## config.mk

```make
export PLATFORM = sky130hd
export DESIGN_NAME = pch_update_unit
export DESIGN_NICKNAME = d
export VERILOG_FILES = /design/src/rtl/pch_update_unit_pkg.sv /design/src/rtl/pch_update_unit_fixup_fsm.sv /design/src/rtl/pch_update_unit.sv
export SDC_FILE = /design/constraint.sdc
export NUM_CORES = 1
export LEC_CHECK = 0
export CORE_MARGIN = 5
export CORE_UTILIZATION = 45
export DETAILED_ROUTE_END_ITERATION = 12
export PLACE_DENSITY = 0.89
export SLEW_MARGIN = 20
export SYNTH_ARGS = -nofsm -noshare
export SYNTH_HDL_FRONTEND = slang
export SYNTH_SLANG_ARGS = --single-unit
```

## constraint.sdc

```tcl
create_clock -name clk_IN -period 5.7 [get_ports clk_IN]
set_input_delay 1.425 -clock clk_IN [delete_from_list [all_inputs] [get_ports clk_IN]]
set_output_delay 1.425 -clock clk_IN [all_outputs]
set_load 0.005 [all_outputs]
```

## src/rtl/pch_update_unit_pkg.sv

```systemverilog
// Shared definitions for the PC high-byte update unit: fixup state encoding and PCH width.
package pch_update_unit_pkg;
  localparam int PCH_WIDTH = 8;

  typedef enum logic {
    PCH_IDLE  = 1'b0,
    PCH_FIXUP = 1'b1
  } pch_state_t;
endpackage

```

## src/rtl/pch_update_unit_fixup_fsm.sv

```systemverilog
// Branch page-cross fixup sequencer: captures the correction direction and
// holds a registered stall for the single FIXUP cycle.
module pch_fixup_fsm
  import pch_update_unit_pkg::*;
(
  input  logic clk,
  input  logic rst,
  input  logic branch_fix,
  input  logic branch_carry,
  input  logic branch_sign,
  output logic up,
  output logic stall
);
  pch_state_t state;

  always_ff @(posedge clk or posedge rst) begin
    if (rst) begin
      state <= PCH_IDLE;
      up    <= 1'b0;
      stall <= 1'b0;
    end else begin
      case (state)
        PCH_IDLE: begin
          // Carry and offset sign disagreeing means PCL left its page.
          if (branch_fix && (branch_carry ^ branch_sign)) begin
            state <= PCH_FIXUP;
            up    <= ~branch_sign;
            stall <= 1'b1;
          end
        end
        PCH_FIXUP: begin
          state <= PCH_IDLE;
          stall <= 1'b0;
        end
        default: begin
          state <= PCH_IDLE;
          stall <= 1'b0;
        end
      endcase
    end
  end
endmodule

```

## src/rtl/pch_update_unit.sv

```systemverilog
// PCH register, incrementer, bus drivers and branch page-cross fixup.
// Optional PCH_FIXUP_COUNTER_EN adds a saturating count of completed fixups.
module pch_update_unit
  import pch_update_unit_pkg::*;
#(
  parameter logic [PCH_WIDTH-1:0] RESET_VALUE = 8'h00
) (
  input  logic                 clk_IN,
  input  logic                 reset_IN,
  input  logic [PCH_WIDTH-1:0] pcHighSel_IN,
  input  logic                 load_EN,
  input  logic                 pclCarry_IN,
  input  logic                 branchFix_EN,
  input  logic                 branchCarry_IN,
  input  logic                 branchSign_IN,
  input  logic                 pchToAddr_EN,
  input  logic                 pchToData_EN,
  output logic [PCH_WIDTH-1:0] pcHigh_OUT,
  output logic [PCH_WIDTH-1:0] addressHigh_OUT,
  output logic [PCH_WIDTH-1:0] dataBus_OUT,
`ifdef PCH_FIXUP_COUNTER_EN
  output logic [15:0]          fixupCount_OUT,
`endif
  output logic                 stall_OUT
);
  logic                 fix_up;
  logic                 in_fixup;
  logic [PCH_WIDTH-1:0] pch;

  pch_fixup_fsm u_fsm (
    .clk          (clk_IN),
    .rst          (reset_IN),
    .branch_fix   (branchFix_EN),
    .branch_carry (branchCarry_IN),
    .branch_sign  (branchSign_IN),
    .up           (fix_up),
    .stall        (in_fixup)
  );

  // FIXUP takes priority: the sequencer is stalled, so load requests are dropped.
  always_ff @(posedge clk_IN or posedge reset_IN) begin
    if (reset_IN)
      pch <= RESET_VALUE;
    else if (in_fixup)
      pch <= fix_up ? pch + 8'd1 : pch - 8'd1;
    else if (load_EN)
      pch <= pcHighSel_IN + {{(PCH_WIDTH-1){1'b0}}, pclCarry_IN};
  end

`ifdef PCH_FIXUP_COUNTER_EN
  always_ff @(posedge clk_IN or posedge reset_IN) begin
    if (reset_IN)
      fixupCount_OUT <= 16'h0000;
    else if (in_fixup && fixupCount_OUT != 16'hFFFF)
      fixupCount_OUT <= fixupCount_OUT + 16'd1;
  end
`endif

  assign pcHigh_OUT      = pch;
  assign stall_OUT       = in_fixup;
  assign addressHigh_OUT = pchToAddr_EN ? pch : '0;
  assign dataBus_OUT     = pchToData_EN ? pch : '0;
endmodule

```

-- Word-level counts from Yosys, hierarchy flattened
Cells that the tools add are included.
- bitwise logic cells: 3
- muxes and demuxes: 9
- equality and inequality tests: 1
- reduce and logical (&&, ||, !) cells: 3
- $add $sub $neg: 3
- operator list (operator ; number):
    $mux W8 ; 5
    $add A8 B1 Y8 ; 1
    $add A8 B1 Y8 const B ; 1
    $sub A8 B1 Y8 const B ; 1
    $pmux W1 S2 ; 2
    $mux W1 ; 2
    $ne A2 B1 Y1 const B ; 1
    $not A1 Y1 ; 2
    $reduce_and A2 Y1 ; 1
    $reduce_bool A2 Y1 ; 1
    $logic_and A1 B1 Y1 ; 1
    $xor A1 B1 Y1 ; 1
- flip-flop bits (word level): 11
- output and inout port bits: 25
- word-level logic and storage cells: 23
- input port bits: 17

-- Logic depth before layout (Yosys ltp)
- depth after elaboration: 4
- depth in mapped cells: 7

-- Cells and area by module
A second synthesis with hierarchy kept.
- cell total of the unflattened synthesis: 114
- area total of the unflattened synthesis: 978.4 µm²
- modules (own cells, without submodules) (module ; area each (µm²) ; instances ; cells an instance):
    pch_update_unit ; 838.3 ; 1 ; 101
    pch_fixup_fsm ; 140.1 ; 1 ; 13

-- Least setup slack after synthesis
OpenSTA, ideal clock, no wires.
- path kind: input-to-output
- start point: input port pchToAddr_EN
- end point: output port addressHigh_OUT[0]
- slack: 2.707 ns
- arrival: 1.568 ns
- stages on the path: 1
- path through: and2_1
- word-level cells in the longest chain between the ends: 1
- RTL lines (item ; line ; RTL):
    start, declared ; pch_update_unit.sv:16 ; input logic pchToAddr_EN,
    $mux W8 ; pch_update_unit.sv:61 ; assign addressHigh_OUT = pchToAddr_EN ? pch : '0;
    end, declared ; pch_update_unit.sv:19 ; output logic [PCH_WIDTH-1:0] addressHigh_OUT,
No other way between the ends.

-- Final worst setup path
- start point: input port pchToData_EN
- end point: output port dataBus_OUT[5]
- word-level cells in the longest chain between the ends: 1
- RTL lines (item ; line ; RTL):
    start, declared ; pch_update_unit.sv:17 ; input logic pchToData_EN,
    $mux W8 ; pch_update_unit.sv:62 ; assign dataBus_OUT = pchToData_EN ? pch : '0;
    end, declared ; pch_update_unit.sv:20 ; output logic [PCH_WIDTH-1:0] dataBus_OUT,
No other way between the ends.

==> qor.txt <==
Clk sinks: 11
Clock skew: 0.00297 ns
Filler Cells Inserted: 162
Final nets: 182
Reg-to-Reg End: pcHigh_OUT[7]$_DFFE_PP0P_
Setup violators final: 0
Max_cap viols: 0
I/O Pins: 42
Final worst-path cycle share: 71.3%
Chip height: 56.2 um
Post-synthesis sequential area ratio: 28.6%
P&R area growth vs syn: 47.8%
DR WL met2: 1280 um
F_max: 246 MHz
DR WL/cell: 14.1 um
# rows: 16
Antenna violations before repair: 0
Clock buffer depth: 2
R2R setup slack: 3.64 ns
Hold path start: u_fsm.state$_DFF_PP0_
Yosys top cell area share: 28.6%
Clock power frac: 9.2%
Hold WC Path Type: flip-flop to flip-flop
Crit-path max FO: 8
CP endpoint kind: output pin
Vias: 986
P_leak: 0.610 nW
Reg power frac: 26.5%
Worst Path Required: 4.28 ns
RSZ-0062 raised after global routing: false
Yosys cell types: 24
Pint: 0.377 mW
Mapped Cells: 113
Switching Fraction: 38.8%
CP max stage delay: 0.55 ns
Post-CTS Resized: 0
Logic pwr share: 64.3%
Register area: 275 um^2
RR Startpoint: u_fsm.up$_DFFE_PP0P_
Die Wd: 56.2 um
Ant diodes: 0
Largest net degree at the start of global routing: 19
Worst-margin pin slew: 0.578 ns
Metal-1 WL: 1060 um
Worst reg2reg path depth: 7
Wirelength, routed: 2560 um
Initial Utilization: 48.0%
TNS Setup: 0 ns
Worst VDD drop: 249 uV
Worst path bufs/invs: 2
Multi-input logic area: 659 um^2
Syn_area_per_cell: 8.50 um^2
PD cells: 433 nW/um^2
First-pass GRT wire length: 4130 um
Rel. slew slack: 61.4%
GRT overflow: 0
Slowest cell on the critical path: clkdlybuf4s50_1
NetSw: 0.239 mW
CTS Buf Count: 3
Area leader, netlist: dfrtp_1
Gr usage total: 16.5%
Final slew viol count: 0
# hold bufs at CTS: 0
Crit Path Class: input port to output pin
Residual DRC: 0
Clk Latency, worst-skew pair: 0.28 ns
Pre-antenna DRT Iters: 4
Cell area after synthesis: 961 um^2
DRT antenna net count: 0
Final hold vios: 0
Clock-pin slew on the worst setup and hold paths: 0.07 ns
Outcome: completed
Startpoint types: input port
1st-iter DRT viols: 9
Worst path cell trace: clkdlybuf4s50_1 > and2_1 > clkdlybuf4s50_1
Vias in the first global route: 953
DP HPWL: 2100 um
Routability cong.: 0.934
Pwr Total: 0.616 mW
Post-layout min period: 4.06 ns
Proportion of layout cells with a drive suffix above 1: 2.58%
Routed met3 length: 187 um
CTS tree: built
#FFs+latches synth: 11
Syn Nets: 139
Core Region: 2000 um^2
Hold Path Cell Cnt: 3
PortBufs: 41
Worst path arrival time: 2.64 ns
Top delay family on crit path: buffers and inverters
Top Layer Used: met4
WHS Endpoint: u_fsm.state$_DFF_PP0_
Htree depth: 1
Clk root buf: clkbuf_4
Synth Warn #: 0
Most common cell on crit path: clkdlybuf4s50_1
Vias per cell: 5.42
Die Area: 3160 um^2
Post-CTS setup buffers: 0
Synth area leaders: dfrtp_1, and2_1, ha_1
-- layer usage --
layer | vias up | track usage [%]
met5 | - | 0
met4 | 0 | 7.80
met3 | 4 | 2.78
met2 | 40 | 30.2
met1 | 452 | 18.3
li1 | 490 | -
-- cells by family after synthesis --
logic type	share of synthesized area [%]
simple gates	21.1
flops	28.6
buf+inv	2.73
fa+ha+maj	12.5
compound gates	22.1
mux	1.04
xor+xnor	11.8
-- cell usage in the layout (no fill, tap or decap), types with 2 or more instances in the layout --
| master | count |
|---|---|
| clkdlybuf4s50_1 | 41 |
| and2_1 | 17 |
| dfrtp_1 | 11 |
| xnor2_1 | 8 |
| o21ai_0 | 8 |
| nor2_1 | 8 |
| ha_1 | 8 |
| a21o_1 | 7 |
| a211oi_1 | 6 |
| nand3_1 | 5 |
| xor2_1 | 5 |
| a21oi_1 | 5 |
| nand2_1 | 5 |
| inv_1 | 4 |
| clkbuf_4 | 3 |
| nor3_1 | 2 |
| a31oi_1 | 2 |
| and3_1 | 2 |
-- through the flow --
stage / hold slack (ns) / std cells / util, % / area, um^2 / setup slack (ns)
6_report: 0.564 / 182 / 70.9 / 1420 / 1.64
2_1_floorplan: 0.505 / 113 / - / 961 / 2.71
4_1_cts: 0.570 / 182 / 70.9 / 1420 / 1.61
3_3_place_gp: 0.523 / 178 / 69.6 / 1390 / 1.65
5_1_grt: 0.594 / 182 / 70.9 / 1420 / 1.52
3_5_place_dp: 0.556 / 178 / 69.6 / 1390 / 1.60
-- power groups by stage --
stage / clock [mW] / combinational (mW) / sequential (mW)
global route: 0.0619 / 0.432 / 0.173
floorplan: 0 / 0.225 / 0.150
CTS: 0.0585 / 0.398 / 0.162
finish: 0.0564 / 0.396 / 0.163
global placement: 0 / 0.378 / 0.162
detailed placement: 0 / 0.397 / 0.164
-- worst max path at each step --
stage	startpoint	to	slack (ns)	cells past startpoint
floorplan	pchToAddr_EN	addressHigh_OUT[0]	2.71	1
global placement	pchToData_EN	dataBus_OUT[0]	1.65	3
detailed placement	pchToData_EN	dataBus_OUT[5]	1.60	3
CTS	pchToData_EN	dataBus_OUT[5]	1.61	3
global route	pchToData_EN	dataBus_OUT[5]	1.52	3
finish	pchToData_EN	dataBus_OUT[5]	1.64	3
-- sequential cells by signal (all words and copies together), names as in the netlist --
name,flops
u_fsm.state,1
pcHigh_OUT,8
u_fsm.stall,1
u_fsm.up,1
-- cell usage after synthesis --
master,n
fa_1,1
a21oi_2,1
ha_1,8
a21o_1,7
nor2_1,8
a21oi_1,5
clkbuf_1,3
o22ai_1,1
o21bai_1,1
dfrtp_1,11
o21ai_1,1
mux2i_1,1
a311o_1,1
and3_1,2
inv_1,4
and2_1,17
nand2_1,5
nor3_1,2
o21ai_0,8
xnor2_1,8
nand3_1,5
xor2_1,5
a211oi_1,6
a31oi_1,2
-- cell type report --
class,instances,area share [%]
Sequential cell,11,19.4
Timing Repair Buffer,41,28.9
Inverter,4,1.06
Clock buffer,4,1.85
Multi-Input combinational cell,95,46.4
Tap cell,27,2.38
-- worst min-delay path, stage by stage (launching register included) --
cell	delay, ns
dfrtp_1	0.33
inv_1	0.06
nand2_1	0.08
nor2_1	0.06
(Power assumes the default switching activity.)
